### config.mk
export PLATFORM = sky130hd
export DESIGN_NAME = ram_arbiter
export DESIGN_NICKNAME = d
export VERILOG_FILES = /design/src/rtl/ram_arbiter.sv
export SDC_FILE = /design/constraint.sdc
export NUM_CORES = 1
export LEC_CHECK = 0
export BUFFER_PORTS_ARGS = -buffer_cell sky130_fd_sc_hd__buf_2
export CAP_MARGIN = 30
export CORE_MARGIN = 2
export CORE_UTILIZATION = 48
export DETAILED_ROUTE_END_ITERATION = 16
export HOLD_SLACK_MARGIN = 0.02
export PLACE_DENSITY_LB_ADDON = 0.08
export SYNTH_ARGS = -nofsm -noshare
export SYNTH_HDL_FRONTEND = slang
export SYNTH_SLANG_ARGS = --single-unit
### constraint.sdc
create_clock -name CLK -period 4.2 [get_ports CLK]
set_input_delay 0.84 -clock CLK [delete_from_list [all_inputs] [get_ports CLK]]
set_output_delay 0.84 -clock CLK [all_outputs]
set_load 0.1 [all_outputs]
### src/rtl/ram_arbiter.sv
// Two-requester arbiter for the shared byte-wide RAM port: registered req/ack/rvalid
// handshake, one transaction in flight, round-robin or fixed A-priority.
module ram_arbiter #(
   parameter int ADDR_WIDTH     = 18,
   parameter bit FIXED_PRIORITY = 1'b0
) (
   input  logic                  CLK,
   input  logic                  reset,
   input  logic                  a_enable,
   input  logic                  a_req,
   input  logic                  a_we,
   input  logic [ADDR_WIDTH-1:0] a_addr,
   input  logic [7:0]            a_wdata,
   output logic                  a_ack,
   output logic [7:0]            a_rdata,
   output logic                  a_rvalid,
   input  logic                  b_req,
   input  logic                  b_we,
   input  logic [ADDR_WIDTH-1:0] b_addr,
   input  logic [7:0]            b_wdata,
   output logic                  b_ack,
   output logic [7:0]            b_rdata,
   output logic                  b_rvalid,
   output logic                  ram_write,
   output logic [ADDR_WIDTH-1:0] ram_waddr,
   output logic [ADDR_WIDTH-1:0] ram_raddr,
   output logic [7:0]            ram_data_in,
   input  logic [7:0]            ram_data_out
);
   typedef enum logic [1:0] {IDLE, ISSUE, WAIT} state_t;
   typedef enum logic {SEL_A = 1'b0, SEL_B = 1'b1} sel_t;

   state_t                  state, state_next;
   sel_t                    sel;   // owner of the current/last transaction, i.e. last_grant
   sel_t                    grant;
   logic                    grant_valid;
   logic                    a_elig, b_elig;
   logic                    lat_we;
   logic [ADDR_WIDTH-1:0]   lat_addr;
   logic [7:0]              lat_wdata;

   assign a_elig = a_req & a_enable;
   assign b_elig = b_req;

   always_ff @(posedge CLK) begin
      if (!reset) state <= IDLE;
      else        state <= state_next;
   end

   // NOTE: every always_comb output gets a default first so no path can infer a latch.
   always_comb begin
      state_next  = state;
      grant       = SEL_A;
      grant_valid = 1'b0;
      case (state)
         IDLE: begin
            if (a_elig || b_elig) begin
               grant_valid = 1'b1;
               state_next  = ISSUE;
               if (a_elig && b_elig)
                  grant = (FIXED_PRIORITY || sel == SEL_B) ? SEL_A : SEL_B;
               else
                  grant = a_elig ? SEL_A : SEL_B;
            end
         end
         ISSUE:   state_next = lat_we ? IDLE : WAIT;
         WAIT:    state_next = IDLE;
         default: state_next = IDLE;
      endcase
   end

   // Request fields are captured once at grant; later changes by the requester are ignored.
   always_ff @(posedge CLK) begin
      if (!reset) begin
         sel       <= SEL_B;
         lat_we    <= 1'b0;
         lat_addr  <= '0;
         lat_wdata <= 8'h00;
      end else if (grant_valid) begin
         sel       <= grant;
         lat_we    <= (grant == SEL_A) ? a_we    : b_we;
         lat_addr  <= (grant == SEL_A) ? a_addr  : b_addr;
         lat_wdata <= (grant == SEL_A) ? a_wdata : b_wdata;
      end
   end

   always_ff @(posedge CLK) begin
      if (!reset) begin
         a_rvalid <= 1'b0;
         b_rvalid <= 1'b0;
         a_rdata  <= 8'h00;
         b_rdata  <= 8'h00;
      end else begin
         a_rvalid <= (state == WAIT) && (sel == SEL_A);
         b_rvalid <= (state == WAIT) && (sel == SEL_B);
         if (state == WAIT && sel == SEL_A) a_rdata <= ram_data_out;
         if (state == WAIT && sel == SEL_B) b_rdata <= ram_data_out;
      end
   end

   always_comb begin
      a_ack     = 1'b0;
      b_ack     = 1'b0;
      ram_write = 1'b0;
      if (state == ISSUE) begin
         a_ack     = (sel == SEL_A);
         b_ack     = (sel == SEL_B);
         ram_write = lat_we;
      end
   end

   // Address/data follow the latched request, so they hold their last value while idle.
   assign ram_waddr   = lat_addr;
   assign ram_raddr   = lat_addr;
   assign ram_data_in = lat_wdata;

endmodule

After elaboration in Yosys (flattened, before gate mapping)

Cells that the tools add are included.

Register bits after elaboration: 48
Input bits: 67
Output and inout bits: 65
Logic and storage cells: 35

Equality and inequality tests: 3
Mux-type cells: 16
Bitwise logic cells: 2
Reduce and logical (&&, ||, !) cells: 5

Operator list:

| cell                                                 | count |
|---|---|
| two-way mux 18 bit                                   | 1 |
| two-way mux 1 bit                                    | 11 |
| two-way mux 8 bit                                    | 1 |
| two-way mux 2 bit                                    | 2 |
| one-hot mux 2 bit (2 select lines)                   | 1 |
| logical AND 1 bit                                    | 3 |
| equality test 2 x 1 -> 1 bit (second input constant) | 1 |
| equality test 2 bit (second input constant)          | 1 |
| logical NOT 2 bit                                    | 1 |
| inequality test 2 bit (second input constant)        | 1 |
| AND 1 bit                                            | 1 |
| logical OR 1 bit                                     | 1 |
| inverter 1 bit                                       | 1 |

Logic depth before layout (Yosys ltp)

Gate-level depths: netlist of run 1.

Word-level depth: 6
Gate-level depth with buffers: 6
Gate-level depth less buffers: 3

Worst setup path after synthesis of run 1

Ideal clock, no wire load.

Kind: register to output
From: reg sel
To: out b_ack
Arrival: 2.621 ns
Required time: 3.360 ns
Slack: 0.739 ns
Stages on the path, launching flop included: 3
Buffers on the path: 0
Path through: dfxtp_1 -> inv_1 -> nor3b_1

Word-level cells in the longest chain between the ends: 1

RTL lines:

| item                   | line | source |
|---|---|---|
| from (decl)            | 34   | `sel_t sel;` |
| from (signal assigned) | 80   | `sel <= grant;` |
| two-way mux 1 bit      | 105  | `if (state == ISSUE) begin` |
| to (decl)              | 21   | `output logic b_ack,` |

No other way between the ends.

Final worst setup path of run 1

From: in b_req
To: reg lat_wdata[2], in the netlist ram_data_in[2]

Word-level cells in the longest chain between the ends: 5
Elaborated cells on any way between the ends: 8
Those cells by class: 6 x mux; 2 x reduce/logical

RTL lines:

| item                 | line | source |
|---|---|---|
| from (decl)          | 17   | `input logic b_req,` |
| logical AND 1 bit    | 60   | `if (a_elig && b_elig)` |
| two-way mux 1 bit    | 60   |  |
| two-way mux 1 bit    | 57   | `if (a_elig \|\| b_elig) begin` |
| two-way mux 1 bit    | 55   | `case (state)` |
| two-way mux 8 bit    | 83   | `lat_wdata <= (grant == SEL_A) ? a_wdata : b_wdata;` |
| to (signal assigned) | 83   |  |
| to (decl)            | 40   | `logic [7:0] lat_wdata;` |

Parallel ways exist; a longest one is shown, timed or not.
A chain may end at the register's enable or synchronous reset.

==> run metrics, run 1 <==
worst path cell trace=buf_2, or3b_1, o21a_1, o221a_2; nets=413; area of the multi-input gates=1150 um^2; flop-to-flop setup slack=2.31 ns; area of the core=4750 um^2; Mapped Nets=roughly 320; cts bufs inserted=5; Synth Instances=250; Mapped Avg Cell Area=roughly 9.5 um^2; Post-DP HPWL=3980 um; Via density=5.22; register area share after synthesis=40.4%; critical path data arrival time=2.63 ns; I/O pin count=between 100 and 150; initial antenna violation count=0; Die Wd=74.4 um; die height=approximately 74 um; Yosys Warn Count=0; Routed Antenna Nets=0; first-pass GRT wire length=9250 um; pwr dens=481 nW/um^2; Cell Count Post-Placement=406; slowest stage delay, CP=0.82 ns; Slew Viols, Final=0; max cap viols=0; area grow syn2layout=24.8%; Post-Syn Area=2380 um^2; Power Total=1.43 mW; CTS sink count=48; Port Buf Inserts=131; commonest non-fill, non-tap cells in the layout=131 x buf_2, 48 x dfxtp_1, 27 x nand2_1, 27 x o211ai_1, 27 x o21a_1; critical path peak fanout=29; Crit Path Class=in2reg; n_diodes=0; largest net degree at the start of global routing=56; setup TNS=0 ns; DRC=0; Peak Freq=411 MHz; CTS tree=done; Seq. cell area=961 um^2; clk_lat worst skew=~0.30 ns; reg2reg start=state[1]$_SDFFE_PN0P_; post-synth top area share=40.4%; Tcrit/Tclk final=just under 60%; Max transition margin=31.5%; clock slew at reported path FFs=roughly 0.090 ns; post-CTS setup buffer count=0; Final setup viols=0; Static Leak=1.45 nW; fillcell total=457; root buffer cell=clkbuf_8; Synth cell types=24; Resized cells post-CTS=0; Synth Register Bits=48; Non-Filler Instances=414; CP Capture Point=ram_data_in[2]$_SDFFE_PN0P_; RSZ-0062 raised after global routing=false; Initial Util=50.1%; Synth area leader=dfxtp_1; WL per Instance=14.0 um; reg2reg path depth=3; share of cells above drive strength 1=44.7%; H-tree depth=2; grt ovf=0; DR iter-0 viols=slightly below 100; vias in the first global route=2,007; final period demand of the worst path=2.43 ns; vias=2,163; Worst Setup Start Kind=primary input; worst vdd rail ir drop=0.263 mV; commonest non-fill, non-tap cell in the layout=buf_2; Final Skew=0.00685 ns; Hold Path Class=reg2reg; Req. time, crit path=4.40 ns; WL final=5780 um; Max Root-Sink Buffers=2; Reg2Reg Capture Point=ram_data_in[2]$_SDFFE_PN0P_; Crit. End Element=flop; # rows=25; total die area=approximately 5500 um^2; DR pass1 iterations=4; Final Hold Viols=0; Slowest cell on crit path=or3b_1; RD Place Congestion=0.770; Area contributors post-synth=dfxtp_1 40%, o211ai_1 8.5%, o21a_1 8.5%; status=completed; total track usage=between 20% and 30%; CP startpoint=b_req; Hold Buf Count CTS=0; slew at the pin with the worst max-slew slack=a little over 1 ns
[through the flow]
| stage | setup WS (ns) | utilization (%) | hold slack (ns) | cell area [um^2] |
|---|---|---|---|---|
| global placement | 1.43 | 60.5 | 0.452 | 2880 |
| floorplan | 0.739 | - | 0.417 | 2380 |
| detailed placement | 1.43 | 60.5 | 0.446 | 2880 |
| global route | 1.61 | 62.5 | 0.486 | 2970 |
| CTS | 1.76 | 62.5 | 0.455 | 2970 |
| finish | 1.77 | 62.5 | 0.453 | 2970 |
[final cells by class]
type | instances | share of cell area, %
multi-input cells | 155 | 38.6
clock buffers | 5 | 2.32
well taps | 67 | 2.82
clock inverters | 3 | 0.884
inverters | 2 | 0.253
flip-flops and latches | 48 | 32.3
repair buffers | 134 | 22.8
[state kept, by name, indices dropped and copies added, names as in the netlist]
register and cells:
b_rdata 8, a_rvalid 1, ram_data_in 8, state 2, lat_we 1, b_rvalid 1
a_rdata 8, sel 1, ram_raddr 18
[routing by layer]
metal / GRT usage [%] / wire, um / up-vias
met5: 0 / 0 / -
met4: 6.15 / 49 / 0
met3: 6.64 / 462 / 4
met2: 34.3 / 2660 / 73
met1: 27.5 / 2600 / 990
li1: - / - / 1096
[worst min-delay path by stage]
stage	from	end	slack, ns	cells past startpoint
after floorplan	lat_we$_SDFFE_PN0P_	state[1]$_SDFFE_PN0P_	0.42	1
after global placement	lat_we$_SDFFE_PN0P_	state[1]$_SDFFE_PN0P_	0.45	1
after detailed placement	lat_we$_SDFFE_PN0P_	state[1]$_SDFFE_PN0P_	0.45	1
after CTS	lat_we$_SDFFE_PN0P_	state[1]$_SDFFE_PN0P_	0.45	1
after global routing	lat_we$_SDFFE_PN0P_	state[1]$_SDFFE_PN0P_	0.49	1
final	lat_we$_SDFFE_PN0P_	state[1]$_SDFFE_PN0P_	0.45	1
[synthesized netlist by cell type, drive strengths merged]
library cell   n
dfxtp         48
buf           35
nand2         27
o211ai        27
o21a          27
o221a         27
nor2          18
mux2i         16
clkbuf        10
nor3b          3
and2           2
and3           2
a21o           1
and3b          1
clkinv         1
inv            1
nand3b         1
nor4b          1
o221ai         1
or3b           1
[where the power goes]
part           switching (mW)  total (mW)  internal [mW]
combinational           0.502       0.625          0.123
clock                   0.168       0.291          0.123
sequential             0.0238       0.515          0.491
[kinds of logic (layout without fill, tap and decap cells)]
group                  after synthesis  after routing  share of synthesized area, %
buffers and inverters               47            144                          11.9
multiplexers                        16             16                          6.73
AND/OR/NAND/NOR                     56             56                          10.6
flip-flops                          48             48                          40.4
AO/OA/AOI/OAI                       83             83                          30.5
[critical path: cells and delay by family]
family          cells  cell delay (ns)
compound gates      2             0.58
simple gates        1             0.82
buf+inv             1             0.38
(Power assumes the default switching activity.)
==> run 2, diff against run 1 <==
--- a/config.mk
+++ b/config.mk
@@ -8,7 +8,7 @@
 export BUFFER_PORTS_ARGS = -buffer_cell sky130_fd_sc_hd__buf_2
 export CAP_MARGIN = 30
 export CORE_MARGIN = 2
-export CORE_UTILIZATION = 48
+export CORE_UTILIZATION = 44
 export DETAILED_ROUTE_END_ITERATION = 16
 export HOLD_SLACK_MARGIN = 0.02
 export PLACE_DENSITY_LB_ADDON = 0.08
==> constraint.sdc (replaced) <==
create_clock -name CLK -period 2.6 [get_ports CLK]
set_input_delay 0.52 -clock CLK [delete_from_list [all_inputs] [get_ports CLK]]
set_output_delay 0.52 -clock CLK [all_outputs]
set_load 0.1 [all_outputs]
==> run metrics, run 2 (synthesis gave the netlist of run 1 again) <==
Peak Freq=507 MHz; Worst Setup Start Kind=flop; I/O pin count=132 (unchanged); Worst Path Buf+Inv=2 (+1); final worst setup slack=0.627 ns (-1.14 ns); CTS tree=done; area of the core=5170 um^2 (+8.8%); worst path cell trace=inv_1, nor3b_2, buf_2; clock slew at reported path FFs=0.10 ns (about the same); WL final=6150 um (+6.4%); RD Place Congestion=0.780 (+1.2%); critical path peak fanout=5 (-83%); Final Hold Viols=0 (unchanged); Max Root-Sink Buffers=2 (unchanged); commonest non-fill, non-tap cells in the layout=131 x buf_2, 48 x dfxtp_1, 27 x nand2_1, 27 x o211ai_1, 27 x o21a_1; die height=77.6 um (+4.2%); H-tree depth=2 (unchanged); commonest non-fill, non-tap cell in the layout=buf_2; Slew Viols, Final=0 (unchanged); total die area=6020 um^2 (+8.6%); status=completed; slowest stage delay, CP=0.46 ns (-0.36 ns); Req. time, crit path=2.08 ns (-2.32 ns); fin util=59.1% (-3.4 points); critical path data arrival time=1.45 ns (-1.18 ns); setup TNS=0 ns (unchanged); Hold Buf Count CTS=0 (unchanged); Final Skew=0.00998 ns (+0.00313 ns); initial antenna violation count=0 (unchanged); Max transition margin=59.5% (+28 points); DRC=0 (unchanged); Post-DP HPWL=4200 um (+5.4%); Via density=5.22 (-0.18%); final period demand of the worst path=1.97 ns; Static Leak=1.50 nW (+3.3%); Routed Antenna Nets=0 (unchanged); nets=419 (+1.5%); Hold Path Class=reg2reg; vias in the first global route=2,090 (+4.1%); # rows=26 (+4.0%); total track usage=20.4% (-0.82 points); WL per Instance=14.5 um (+4.1%); Die Wd=77.6 um (+4.2%); grt ovf=0 (unchanged); fillcell total=488 (+6.8%); root buffer cell=clkbuf_8; pre-CTS WS=0.543 ns (-0.889 ns); n_diodes=0 (unchanged); vias=2,206 (+2.0%); max reg flops=18 (unchanged); clk_lat worst skew=0.30 ns (about the same); worst vdd rail ir drop=0.353 mV (+34%); post-CTS setup buffer count=0 (unchanged); DR pass1 iterations=4 (unchanged); Tcrit/Tclk final=75.9%; slew at the pin with the worst max-slew slack=0.607 ns (-0.421 ns); Port Buf Inserts=131 (unchanged); Crit. End Element=output pin; Crit Path Class=reg2out; Initial Util=46.0% (-4.0 points); largest net degree at the start of global routing=36 (-36%); RSZ-0062 raised after global routing=false; Slowest cell on crit path=buf_2; Resized cells post-CTS=0 (unchanged); max cap viols=0 (unchanged); area grow syn2layout=28.5%; share of cells above drive strength 1=46.2% (+1.5 points); Worst path top cell family by delay=buffers and inverters; pwr dens=767 nW/um^2 (+59%); Final setup viols=0 (unchanged); cts bufs inserted=5 (unchanged); CTS sink count=48 (unchanged); first-pass GRT wire length=9990 um (+8.1%); DR iter-0 viols=79 (-20%)
run 2: worst reg2reg max path, delay by kind of cell, from the launching register on:
kind / cells / cell delay, ns
buffers and inverters: 1 / 0.36
and+or+nand+nor: 1 / 0.62
AOI/OAI and AO/OA: 2 / 0.36
DFF: 1 / 0.44
run 2: final timing paths:
check / cells after the start / slack (ns) / endpoint / start
setup / recovery: 3 / 0.63 / b_ack / sel$_SDFFE_PN1P_
setup reg to reg: 4 / 0.71 / ram_data_in[7]$_SDFFE_PN0P_ / sel$_SDFFE_PN1P_
hold reg to reg: 1 / 0.46 / state[1]$_SDFFE_PN0P_ / lat_we$_SDFFE_PN0P_
hold / removal: 1 / 0.46 / state[1]$_SDFFE_PN0P_ / lat_we$_SDFFE_PN0P_
run 2: per-stage QoR:
step / instances / area [um^2] / hold slack [ns] / total power, mW
after floorplan: 250 / 2390 / 0.417 / 1.75
after global placement: 413 / 2920 / 0.445 / 1.87
after detailed placement: 415 / 2960 / 0.450 / 1.89
after CTS: 423 / 3060 / 0.458 / 2.36
after global routing: 423 / 3060 / 0.473 / 2.43
final: 423 / 3060 / 0.455 / 2.35
run 2: power by group:
part,switching [mW],internal [mW]
logic,0.819,0.214
registers,0.0426,0.793
clock network,0.260,0.218
total,1.12,1.23
run 2: metal layers:
layer / wire [um] / vias to the layer above / share of wire, % / track usage (%)
met4: 89 / 0 / 1.4 / 6.07
li1: - / 1105 / - / -
met3: 430 / 7 / 7.0 / 4.42
met5: 0 / - / 0 / 0
met2: 2840 / 90 / 46 / 34.3
met1: 2790 / 1004 / 45 / 26.4
run 2: area by class of cell:
type	instances	area, um^2	area share, %
Multi-Input combinational cell	155	1160	37.8
Sequential cell	48	961	31.4
Timing Repair Buffer	140	751	24.5
Tap cell	70	87.6	2.86
Clock buffer	6	82.6	2.70
Clock inverter	2	13.8	0.450
Inverter	2	7.51	0.245
